<file path="config.mk">
export PLATFORM = sky130hd
export DESIGN_NAME = vx_tcu_drl_exp_align
export DESIGN_NICKNAME = d
export VERILOG_FILES = /design/src/rtl/vx_tcu_drl_exp_align.sv
export SDC_FILE = /design/constraint.sdc
export NUM_CORES = 1
export LEC_CHECK = 0
export BUFFER_PORTS_ARGS = -buffer_cell sky130_fd_sc_hd__buf_2
export CELL_PAD_IN_SITES_DETAIL_PLACEMENT = 0
export CELL_PAD_IN_SITES_GLOBAL_PLACEMENT = 1
export CORE_ASPECT_RATIO = 0.9
export CORE_MARGIN = 4
export CORE_UTILIZATION = 43
export DETAILED_ROUTE_END_ITERATION = 6
export PLACE_DENSITY = 0.87
export SLEW_MARGIN = 20
export SYNTH_ARGS = -nofsm -noshare
export SYNTH_HDL_FRONTEND = slang
export SYNTH_SLANG_ARGS = --single-unit
</file>
<file path="constraint.sdc">
create_clock -name clk -period 2.95 [get_ports clk]
set_input_delay 0.295 -clock clk [delete_from_list [all_inputs] [get_ports clk]]
set_output_delay 0.295 -clock clk [all_outputs]
set_load 0.01 [all_outputs]
</file>
<file path="src/rtl/vx_tcu_drl_exp_align.sv">
// Exponent alignment stage for the TCU dot-product datapath: finds the maximum
// term exponent and derives a saturated per-term right shift, over two registered stages.
module vx_tcu_drl_exp_align #(
    parameter int N       = 2,
    parameter int TCK     = 2 * N,
    parameter int EXP_W   = 10,
    parameter int WA      = 28,
    parameter int SHIFT_W = $clog2(WA + 1),
    parameter int TAG_W   = 8
) (
    input  logic                         clk,
    input  logic                         reset,
    input  logic                         valid_in,
    output logic                         ready_in,
    input  logic [TAG_W-1:0]             tag_in,
    input  logic [(TCK+1)*EXP_W-1:0]     raw_exp_y,
    input  logic [TCK*6-1:0]             exp_diff_f8,
    output logic                         valid_out,
    input  logic                         ready_out,
    output logic [TAG_W-1:0]             tag_out,
    output logic [EXP_W-1:0]             max_exp,
    output logic [(TCK+1)*SHIFT_W-1:0]   shift_amt,
    output logic [TCK*6-1:0]             exp_diff_f8_out,
    output logic                         all_zero
);

    localparam int NT = TCK + 1;
    localparam logic [EXP_W-1:0]   NEG_INF = {1'b1, {(EXP_W-1){1'b0}}};
    localparam logic [EXP_W-1:0]   WA_E    = EXP_W'(WA);
    localparam logic [SHIFT_W-1:0] WA_S    = SHIFT_W'(WA);

    // Sentinel sorts below everything; all other exponents compare unsigned.
    function automatic logic exp_gt(input logic [EXP_W-1:0] a, input logic [EXP_W-1:0] b);
        return (a != NEG_INF) && ((b == NEG_INF) || (a > b));
    endfunction

    logic en;
    assign en       = ~valid_out | ready_out;
    assign ready_in = en;

    logic [EXP_W-1:0] max_next;
    logic             all_zero_next;

    always_comb begin
        max_next      = NEG_INF;
        all_zero_next = 1'b1;
        for (int i = 0; i < NT; i++) begin
            if (exp_gt(raw_exp_y[i*EXP_W +: EXP_W], max_next)) begin
                max_next = raw_exp_y[i*EXP_W +: EXP_W];
            end
            all_zero_next = all_zero_next & (raw_exp_y[i*EXP_W +: EXP_W] == NEG_INF);
        end
    end

    logic                      s1_valid_reg;
    logic [NT*EXP_W-1:0]       s1_exp_reg;
    logic [EXP_W-1:0]          s1_max_reg;
    logic                      s1_all_zero_reg;
    logic [TAG_W-1:0]          s1_tag_reg;
    logic [TCK*6-1:0]          s1_diff_reg;

    always_ff @(posedge clk or negedge reset) begin
        if (!reset) begin
            s1_valid_reg    <= 1'b0;
            s1_exp_reg      <= '0;
            s1_max_reg      <= '0;
            s1_all_zero_reg <= 1'b0;
            s1_tag_reg      <= '0;
            s1_diff_reg     <= '0;
        end else if (en) begin
            s1_valid_reg    <= valid_in;
            s1_exp_reg      <= raw_exp_y;
            s1_max_reg      <= max_next;
            s1_all_zero_reg <= all_zero_next;
            s1_tag_reg      <= tag_in;
            s1_diff_reg     <= exp_diff_f8;
        end
    end

    // Non-sentinel terms never exceed the max, so the difference cannot go negative.
    logic [NT*SHIFT_W-1:0] shift_next;

    generate
        for (genvar gi = 0; gi < NT; gi++) begin : g_shift
            logic [EXP_W-1:0] term;
            logic [EXP_W-1:0] diff;
            assign term = s1_exp_reg[gi*EXP_W +: EXP_W];
            assign diff = s1_max_reg - term;
            assign shift_next[gi*SHIFT_W +: SHIFT_W] =
                ((term == NEG_INF) || s1_all_zero_reg || (diff >= WA_E)) ? WA_S : diff[SHIFT_W-1:0];
        end
    endgenerate

    always_ff @(posedge clk or negedge reset) begin
        if (!reset) begin
            valid_out       <= 1'b0;
            tag_out         <= '0;
            max_exp         <= '0;
            shift_amt       <= '0;
            exp_diff_f8_out <= '0;
            all_zero        <= 1'b0;
        end else if (en) begin
            valid_out       <= s1_valid_reg;
            tag_out         <= s1_tag_reg;
            max_exp         <= s1_max_reg;
            shift_amt       <= shift_next;
            exp_diff_f8_out <= s1_diff_reg;
            all_zero        <= s1_all_zero_reg;
        end
    end

endmodule

</file>
==> out/qor.yml <==
totalWireLength_mm: 28.3
n_fill_cell: 1933
synth_edf_count: 0
drc: 0
peakVddDrop_v: 0.000341
p_per_area_nw_per_um2: 761
syn_nets: 1300
path_buf_inv: 5
synth.cell_area_um2: 9730
max_cap_viol_count: 0
power.total_mw: 9.96
rsz0062_at_grt: "true"
violations: "setup timing"
drt_iter0_markers: 743
p_leak_nw: 6.56
cp-start-kind: "input port"
placed_cells: 1661
fin_cells: 1726
grtUsageTotal: 0.225
netlist_instances: 1126
clockBufferDepth: 2
grt_pass1_wl_mm: 45.2
crit_top_cell: "ha_4"
cts.htree.levels: 4
syn_avg_cell_area_um2: 8.64
synth_top_area_share: 0.419
grt_pass1_vias: 8688
dpl_worst_slack_ns: -3.86
layout-drive-gt1-share: 0.312
hold_path_class: "in2reg"
final_util: 0.596
synth_seq_cells: 163
wl_per_cell_um: 16.4
cts.root.buffer_cell: "clkbuf_16"
yosysUniqueCellTypes: 72
detail-route-antenna-nets: 0
async_flop_share: 1.00
start_util: 0.443
gr-total-overflow: 0
largest_register_ffs: 50
synthFlopType: "dfrtp_1"
synthSimpleGateAreaFrac: 0.209
fin_crit_ns: 6.33
clkTransAtPathRegs_ns: 0.07
place_area_um2: 11900
tritoncts: "done"
io_buffers: 155
place_congestion: 0.908
grt_start_max_net_pins: 90
area_growth_syn_to_layout_pct: 34.6
cts_made_buffers: 17
cts_sinks: 163
worst_path_largest_cell_delay_ns: 0.35
worst-path-max-fanout: 8
cp_top_family: "compound AO/OA/AOI/OAI gates"
via_count: 8979
crit_arrival_ns: 6.60
drt-pass1-iter-count: 5
tightest_slew_ns: 0.897
synth-xor-area-share: 0.0243
insertion_delay_ns: 0.43
io_pins: 156
synth_compound_area_frac: 0.157
antenna_found_initial: 2
synth_adder_area_share: 0.118
die_h_um: 151
fmax_mhz: 158
slowest_stage: "o31ai_2"
ys_seq_area_frac: 0.419
synth_top_family_by_area: "simple AND/OR/NAND/NOR gates"
setup_viol_count_final: 10
synth_common_cells: "nand2_1 (330), dfrtp_1 (163), o21ai_0 (98)"
fin_tns_setup_ns: -33.32
cp_data_required_time_ns: 3.23
viasPerCell: 5.20
whs_ns: 0.0491
die_area_um2: 25100
die_w_um: 167
stdcell_area_um2: 13100
finalMaxSlewViolations: 0
synth_mux_area_frac: 0.0201
relSlewSlack: 0.402
status: "complete, but fails checks"
fin_skew_ns: 0.0101
timing.final.ws_setup_ns: -3.38
synthTopCellsByArea: "dfrtp_1 (42%), nand2_1 (13%), ha_1 (11%)"
finalNetCount: 1595
hold_viol: 0
period_share: 2.14
core_um2: 22000
setup.worst_path.class: "in2reg"
fp-row-count: 51
ys_warn_count: 0
synth_largest_area_cell: "dfrtp_1"
synth.most_common_cell: "nand2_1"
dp_hpwl_mm: 21.2
crit_path_end_kind: "register"
-- cell type report --
class,instances,area (um2),share of cell area
Clock buffer,17,425,0.0325
Antenna cell,1,2.50,0.000191
Clock inverter,15,149,0.0114
Tap cell,291,364,0.0278
Timing Repair Buffer,316,2100,0.161
Sequential cell,163,4080,0.312
Multi-Input combinational cell,834,5600,0.428
Inverter,89,363,0.0277
-- per-layer routing --
metal | track usage | routed length, um | share of wire
met1 | 0.314 | 13200 | 0.46
met2 | 0.361 | 13100 | 0.46
met3 | 0.0412 | 1540 | 0.054
met4 | 0.0667 | 531 | 0.019
met5 | 0 | 19 | 0.00067
-- where the power goes --
group / switching, mW / internal, mW
clock network: 1.01 / 1.18
logic: 2.49 / 2.19
registers: 0.422 / 2.67
total: 3.92 / 6.04
-- placed cells by master (no fill, tap or decap), types with 7 or more instances in the layout --
cell type / count
nand2_1: 321
dfrtp_1: 162
buf_4: 155
buf_2: 142
o21ai_0: 81
inv_1: 77
ha_1: 68
a21oi_1: 33
nor2_1: 22
xnor2_1: 18
nor4_1: 17
a21o_1: 17
clkbuf_16: 17
o22a_1: 16
buf_6: 15
nor2b_1: 14
ha_4: 13
nand4_1: 12
mux2i_1: 12
o21ai_2: 10
o21ai_1: 10
nand2_2: 9
xor2_1: 9
nand3_1: 8
nor3_1: 7
nand2b_1: 7
-- cells by family (layout without fill, tap and decap cells) --
kind of cell             Yosys count  in the layout
AO/OA/AOI/OAI                    239            239
XOR/XNOR                          27             27
flip-flops                       163            163
adder cells (fa/ha/maj)           89             89
buffers and inverters            130            437
multiplexers                      19             19
AND/OR/NAND/NOR                  459            460
other                              0              1
-- worst register-to-register path, cell delays in order, from the launching register on --
cell        delay [ns]
dfrtp_1           0.40
clkinvlp_4        0.23
ha_1              0.29
fa_1              0.41
inv_1             0.08
a21oi_1           0.06
o21bai_1          0.20
xor2_1            0.11
and3_1            0.20
a2111o_1          0.47
o22a_1            0.19
-- path summary, 6_finish.rpt --
path	startpoint	end	slack [ns]	depth (start not counted)
min reg2reg	exp_diff_f8_out[17]$_DFFE_PN0P_	exp_diff_f8_out[17]$_DFFE_PN0P_	0.46	2
max	raw_exp_y[9]	s1_max_reg[9]$_DFFE_PN0P_	-3.38	37
max in group asynchronous	reset	shift_amt[24]$_DFFE_PN0P_	1.73	3
min	exp_diff_f8[9]	s1_diff_reg[9]$_DFFE_PN0P_	0.05	3
min in group asynchronous	reset	s1_exp_reg[10]$_DFFE_PN0P_	0.45	2
max reg2reg	s1_max_reg[0]$_DFFE_PN0P_	shift_amt[23]$_DFFE_PN0P_	0.19	10
-- timing repair --
action | 4_1_cts | 5_1_grt
resized for setup | 65 | 34
setup buffers | 23 | 7
hold buffers | 1 | 0
gates cloned | 1 | 0
endpoints found under the hold margin | 56 | 0
pin swaps | 18 | 26
setup endpoints to repair | 10 | 24
Note: power is estimated with default switching activity, not from simulation.
